[src/rtl/ppm_motor_pkg.sv]
// rtl/ppm_motor_pkg.sv - state encoding, clamp helper and default codes shared by ppm_motor_out
package ppm_motor_pkg;

  typedef enum logic [1:0] {
    DISARMED = 2'd0,
    ARMED    = 2'd1,
    FAILSAFE = 2'd2
  } ppm_state_e;

  localparam int DEF_MIN_CODE  = 16000;
  localparam int DEF_MAX_CODE  = 32000;
  localparam int DEF_IDLE_CODE = 22500;

  // Codes are widened to 32 bits so one helper serves every CODE_W.
  function automatic logic [31:0] clamp_code(input logic [31:0] v,
                                             input logic [31:0] lo,
                                             input logic [31:0] hi);
    if (v < lo) return lo;
    if (v > hi) return hi;
    return v;
  endfunction

endpackage

[src/rtl/ppm_channel.sv]
// rtl/ppm_channel.sv - one motor channel: frame-latched active width and registered pulse comparator
// Per-frame slew limiting is compiled in with PPM_MOTOR_OUT_SLEW_EN.
module ppm_channel
  import ppm_motor_pkg::*;
#(
  parameter int CODE_W    = 16,
  parameter int CNT_W     = 16,
  parameter int MIN_CODE  = DEF_MIN_CODE,
  parameter int MAX_CODE  = DEF_MAX_CODE,
  parameter int SLEW_STEP = 256
) (
  input  logic              CLK,
  input  logic              rst,
  input  logic              load_i,
  input  logic              slew_en_i,
  input  logic [CODE_W-1:0] raw_i,
  input  logic [CODE_W-1:0] idle_i,
  input  logic [CNT_W-1:0]  cnt_i,
  output logic              ppm_o
);

  localparam int CMP_W = (CNT_W > CODE_W) ? CNT_W : CODE_W;

  logic [CODE_W-1:0] active_q, active_d;
  logic [CODE_W-1:0] clamped;
  logic              ppm_q;

  assign clamped = CODE_W'(clamp_code(32'(raw_i), 32'(MIN_CODE), 32'(MAX_CODE)));

`ifdef PPM_MOTOR_OUT_SLEW_EN
  logic              slewed_q;
  logic [CODE_W-1:0] limited;
  logic [31:0]       base32, val32;

  // A fresh armed sequence ramps from idle, not from whatever test value was last driven.
  always_comb begin
    base32 = slewed_q ? 32'(active_q)
                      : clamp_code(32'(idle_i), 32'(MIN_CODE), 32'(MAX_CODE));
    val32  = 32'(clamped);
    if (val32 > base32 + 32'(SLEW_STEP)) begin
      val32 = base32 + 32'(SLEW_STEP);
    end else if (val32 + 32'(SLEW_STEP) < base32) begin
      val32 = base32 - 32'(SLEW_STEP);
    end
    limited = CODE_W'(val32);
  end

  always_ff @(posedge CLK or posedge rst) begin
    if (rst) begin
      slewed_q <= 1'b0;
    end else if (load_i) begin
      slewed_q <= slew_en_i;
    end
  end

  always_comb begin
    active_d = active_q;
    if (load_i) begin
      active_d = slew_en_i ? limited : clamped;
    end
  end
`else
  logic unused_ok;
  assign unused_ok = ^{slew_en_i, idle_i, 32'(SLEW_STEP)};

  always_comb begin
    active_d = active_q;
    if (load_i) begin
      active_d = clamped;
    end
  end
`endif

  // Compare against the value being loaded so the first cycle of a frame uses the new width.
  always_ff @(posedge CLK or posedge rst) begin
    if (rst) begin
      active_q <= '0;
      ppm_q    <= 1'b0;
    end else begin
      active_q <= active_d;
      ppm_q    <= (CMP_W'(cnt_i) < CMP_W'(active_d));
    end
  end

  assign ppm_o = ppm_q;

endmodule

[src/rtl/ppm_motor_out.sv]
// rtl/ppm_motor_out.sv - N-channel framed PPM motor output: shadow codes, arm/failsafe FSM, test override
// Optional slew limit in ppm_channel is enabled by defining PPM_MOTOR_OUT_SLEW_EN.
module ppm_motor_out
  import ppm_motor_pkg::*;
#(
  parameter int NCH            = 4,
  parameter int CODE_W         = 16,
  parameter int PERIOD_CYC     = 65536,
  parameter int MIN_CODE       = DEF_MIN_CODE,
  parameter int MAX_CODE       = DEF_MAX_CODE,
  parameter int TIMEOUT_FRAMES = 8,
  parameter int SLEW_STEP      = 256
) (
  input  logic                  CLK,
  input  logic                  rst,
  input  logic [NCH*CODE_W-1:0] code,
  input  logic                  code_valid,
  input  logic [CODE_W-1:0]     idle_code,
  input  logic                  arm,
  input  logic                  test_en,
  input  logic [2:0]            test_sel,
  input  logic [CODE_W-1:0]     test_code,
  output logic [NCH-1:0]        ppm,
  output logic                  frame_start,
  output logic                  armed,
  output logic                  failsafe,
  output logic [NCH-1:0]        sat
);

  localparam int               CNT_W    = $clog2(PERIOD_CYC);
  localparam logic [CNT_W-1:0] CNT_LAST = CNT_W'(PERIOD_CYC - 1);
  localparam logic [7:0]       TMO_MAX  = 8'(TIMEOUT_FRAMES);

  logic [CNT_W-1:0]  cnt_q, cnt_d;
  logic              frame0;
  logic [7:0]        tmo_q, tmo_d;
  ppm_state_e        state_q;
  logic              armed_q, failsafe_q, frame_start_q;
  logic [CODE_W-1:0] shadow_q [NCH];
  logic [NCH-1:0]    sat_q, sat_d;

  assign frame0 = (cnt_q == '0);
  assign cnt_d  = (cnt_q == CNT_LAST) ? '0 : cnt_q + CNT_W'(1);

  always_comb begin
    tmo_d = tmo_q;
    if (code_valid) begin
      tmo_d = '0;
    end else if (frame0 && (tmo_q < TMO_MAX)) begin
      tmo_d = tmo_q + 8'd1;
    end
  end

  always_ff @(posedge CLK or posedge rst) begin
    if (rst) begin
      cnt_q         <= '0;
      tmo_q         <= '0;
      frame_start_q <= 1'b0;
      sat_q         <= '0;
      for (int i = 0; i < NCH; i++) shadow_q[i] <= '0;
    end else begin
      cnt_q         <= cnt_d;
      tmo_q         <= tmo_d;
      frame_start_q <= frame0;
      if (code_valid) begin
        sat_q <= sat_d;
        for (int i = 0; i < NCH; i++) shadow_q[i] <= code[i*CODE_W +: CODE_W];
      end
    end
  end

  // Transitions use the timeout count including this frame boundary's increment.
  always_ff @(posedge CLK or posedge rst) begin
    if (rst) begin
      state_q    <= DISARMED;
      armed_q    <= 1'b0;
      failsafe_q <= 1'b0;
    end else if (frame0) begin
      case (state_q)
        DISARMED: begin
          if (arm && (tmo_d < TMO_MAX)) begin
            state_q <= ARMED;
            armed_q <= 1'b1;
          end
        end
        ARMED: begin
          if (!arm) begin
            state_q <= DISARMED;
            armed_q <= 1'b0;
          end else if (tmo_d == TMO_MAX) begin
            state_q    <= FAILSAFE;
            armed_q    <= 1'b0;
            failsafe_q <= 1'b1;
          end
        end
        FAILSAFE: begin
          if (!arm) begin
            state_q    <= DISARMED;
            failsafe_q <= 1'b0;
          end
        end
        default: begin
          state_q    <= DISARMED;
          armed_q    <= 1'b0;
          failsafe_q <= 1'b0;
        end
      endcase
    end
  end

  for (genvar g = 0; g < NCH; g++) begin : g_ch
    logic [CODE_W-1:0] code_ch, sel_code;
    logic              sel_slew;

    assign code_ch  = code[g*CODE_W +: CODE_W];
    assign sat_d[g] = (clamp_code(32'(code_ch), 32'(MIN_CODE), 32'(MAX_CODE)) != 32'(code_ch));

    always_comb begin
      sel_code = idle_code;
      sel_slew = 1'b0;
      if (test_en) begin
        if (int'(test_sel) == g) sel_code = test_code;
      end else if (state_q == ARMED) begin
        sel_code = shadow_q[g];
        sel_slew = 1'b1;
      end
    end

    ppm_channel #(
      .CODE_W    (CODE_W),
      .CNT_W     (CNT_W),
      .MIN_CODE  (MIN_CODE),
      .MAX_CODE  (MAX_CODE),
      .SLEW_STEP (SLEW_STEP)
    ) u_ch (
      .CLK       (CLK),
      .rst       (rst),
      .load_i    (frame0),
      .slew_en_i (sel_slew),
      .raw_i     (sel_code),
      .idle_i    (idle_code),
      .cnt_i     (cnt_q),
      .ppm_o     (ppm[g])
    );
  end

  assign frame_start = frame_start_q;
  assign armed       = armed_q;
  assign failsafe    = failsafe_q;
  assign sat         = sat_q;

endmodule

[config.mk]
export PLATFORM = sky130hd
export DESIGN_NAME = ppm_motor_out
export DESIGN_NICKNAME = d
export VERILOG_FILES = /design/src/rtl/ppm_motor_pkg.sv /design/src/rtl/ppm_channel.sv /design/src/rtl/ppm_motor_out.sv
export SDC_FILE = /design/constraint.sdc
export NUM_CORES = 1
export LEC_CHECK = 0
export ABC_AREA = 1
export ABC_CLOCK_PERIOD_IN_PS = 7000
export CORE_ASPECT_RATIO = 0.9
export CORE_MARGIN = 2
export CORE_UTILIZATION = 50
export DETAILED_ROUTE_END_ITERATION = 16
export HOLD_SLACK_MARGIN = 0.1
export PLACE_DENSITY = 0.69
export SLEW_MARGIN = 10
export SYNTH_ARGS = -nofsm -noshare
export SYNTH_HDL_FRONTEND = slang
export SYNTH_SLANG_ARGS = --single-unit
[constraint.sdc]
create_clock -name CLK -period 7 [get_ports CLK]
set_clock_uncertainty 0.05 [all_clocks]
set_input_delay 1.05 -clock CLK [delete_from_list [all_inputs] [get_ports CLK]]
set_output_delay 1.05 -clock CLK [all_outputs]
set_load 0.1 [all_outputs]
==> impl_metrics.ini <==
[sta]
fin_setup_tns_ns = 0
fin_crit_ns = 4.83
finalSetupViolCount = 0
rsz0062_at_grt = no
tightest_slew_ns = 0.992
period_share_pct = 69.1
slew_violations = 0
relSlewSlack_pct = 33.8
hold_violations = 0
fin_ws_ns = 2.17
fmax_mhz = 207
hold_slack_ns = 0.425

[place]
place_congestion = 1.02
io_buffers = 114
place_ws_ns = 1.83
dpl.cell_count = 1957
placedInstanceArea_um2 = 12400
place.detailed.hpwl_um = 26700

[final_layout]
final.fill_count = 2105
layout_common_cells = nand2_1, inv_1, dfrtp_1, nand3_1, nor2_1
final_common_cell = nand2_1
nets = 1852
final_cells = 1987
syn_to_final_growth_pct = 16.5
post-route-util_pct = 59.7
drive_above_1_share_pct = 5.13
antennaDiodeCount = 0
final_area_um2 = 13000

[detailed_routing]
wl_per_cell_um = 17.7
vias = 10868
ant_nets = 0
drt_iter0_drc = 1125
avgViaCountPerCell = 5.47
dr.pass1.iters = 5
drt_wl_total_um = 35100
drc_errors = 0

[power]
p_clk_share_pct = 40.2
switching_share_pct = 30.0
switchingPower_mw = 0.791
p_leak_nw = 6.82
power.total_mw = 2.64
internal-power_mw = 1.85
combPwrFrac_pct = 20.0
power.density_nw_per_um2 = 202
peakVddDrop_mv = 0.127
pwr-share-seq_pct = 39.8

[worst_setup_path]
critPathRequiredTime_ns = 7.31
crit_fanout = 27
reg2reg_depth = 19
arrival_ns = 5.14
path_class = input pin to register
startpoint_type = input pin
endpoint_kind = register

[logic_synthesis]
yosysTopAreaCell = dfrtp_1
synth.area.top_cells = dfrtp_1, nand2_1, inv_1, ha_1, nand3_1
synth-seq-cells = 165
yosysSeqAreaShare_pct = 36.9
synthArstFlopShare_pct = 100
syn_area_um2 = 11200
ys_types = 47
synth_top_area_share_pct = 36.9
synth-edff-count = 0
ys.warnings.count = 0
syn_area_per_cell_um2 = 6.97
synth_cells = 1606
synth_flop_cell = dfrtp_1
syn_nets = 1773

[floorplanning]
fp.dieW_um = 162
rows = 51
die_area_um2 = 23600
start_util_pct = 51.3
core_area_um2 = 21800
die_y_um = 146
io_pins = 115

[clock_network]
cts.repair.resized = 0
clkTransAtPathRegs_ns = 0.07
ctsHtreeMaxLevel = 4
clockRootBuffer = clkbuf_16
clk_path_buf_depth = 2
clk_latency_ns = 0.44
tritoncts = done
cts_buffers = 17
cts_sinks = 165
post_cts.repair.setup_buffers = 0
postCtsHoldBufs = 0

[global_routing]
overflow = 0
track_usage_pct = 30.5
grt_pass1_wl_um = 56100
grt_max_degree = 106
antenna_found_initial = 0
grt_pass1_vias = 10427

[min_path]
min_path_type = register to register
hold_path_depth = 1

[outcome]
status = finished, final reports clean

[run]
maxCapViolCount = 0
==> per-layer routing <==
metal	vias to the layer above	global-route usage, %	part of all wire [%]
met1	5114	43.2	46
met4	0	9.16	2.6
met5	-	0	0
met3	63	5.30	6.6
met2	377	48.0	45
li1	5314	-	-
==> logic make-up (layout without fill, tap and decap cells) <==
group	Yosys count	in the layout	synth area share (%)
AO/OA/AOI/OAI	234	234	12.6
XOR/XNOR	8	8	0.626
adder cells (fa/ha/maj)	63	63	7.05
buffers and inverters	291	381	10.9
flip-flops	165	165	36.9
AND/OR/NAND/NOR	845	845	31.9
==> synth_stat cells, drive strengths merged (7+ instances only) <==
cell,count
ha,63
dfrtp,165
clkbuf,23
inv,228
o22ai,26
o21a,9
nor4,8
nand3,133
o21ai,95
buf,40
a22oi,15
o211ai,10
nand2,537
nand4,23
nor2,123
a211oi,7
nor3,12
xor2,8
a21oi,53
==> state kept, by name (all words and copies together), names as in the netlist <==
name	count
g_ch.u_ch.active_q	64
shadow_q	64
cnt_q	16
tmo_q	8
g_ch.u_ch.ppm_o	4
sat	4
state_q	2
armed	1
failsafe	1
frame_start	1
==> worst max-delay path, stage by stage <==
cell and delay (ns):
clkdlybuf4s50_1 0.40, buf_4 0.22, inv_2 0.44, nand3_4 0.36, nand2_1 0.15, nand3_1 0.10
nand2_1 0.08, nand2_1 0.07, nor2_1 0.22, nand2_1 0.11, nand2_1 0.07, nand2_1 0.27
inv_1 0.34, nand3_1 0.12, nand2_1 0.10, inv_1 0.05, ha_1 0.28, a21oi_1 0.14
nor2_1 0.05, a211oi_1 0.19, nand2_1 0.14, a21oi_1 0.16
==> power groups by stage <==
stage,sequential (mW),clock [mW],combinational [mW]
2_1_floorplan,1.08,0,0.324
3_3_place_gp,1.07,0,0.512
3_5_place_dp,1.07,0,0.519
4_1_cts,1.05,1.07,0.521
5_1_grt,1.06,1.11,0.587
6_report,1.05,1.06,0.527
==> final cells by class <==
cell class	instances	area [um2]	area share, %
Clock buffer	19	443	3.40
Tap cell	291	364	2.79
Sequential cell	165	4130	31.7
Multi-Input combinational cell	1150	5840	44.8
Clock inverter	11	199	1.53
Timing Repair Buffer	123	1200	9.20
Inverter	228	861	6.60
==> final timing paths <==
check | slack, ns | end | startpoint
setup reg to reg | 2.75 | g_ch[2].u_ch.ppm_o | cnt_q[0]
max in group asynchronous | 4.41 | shadow_q[61] | rst
min in group asynchronous | 1.12 | shadow_q[20] | rst
hold / removal | 0.43 | cnt_q[0] | cnt_q[0]
setup / recovery | 2.17 | g_ch[2].u_ch.ppm_o | test_sel[0]
hold reg to reg | 0.43 | cnt_q[0] | cnt_q[0]
Note: power is estimated with default switching activity, not from simulation.
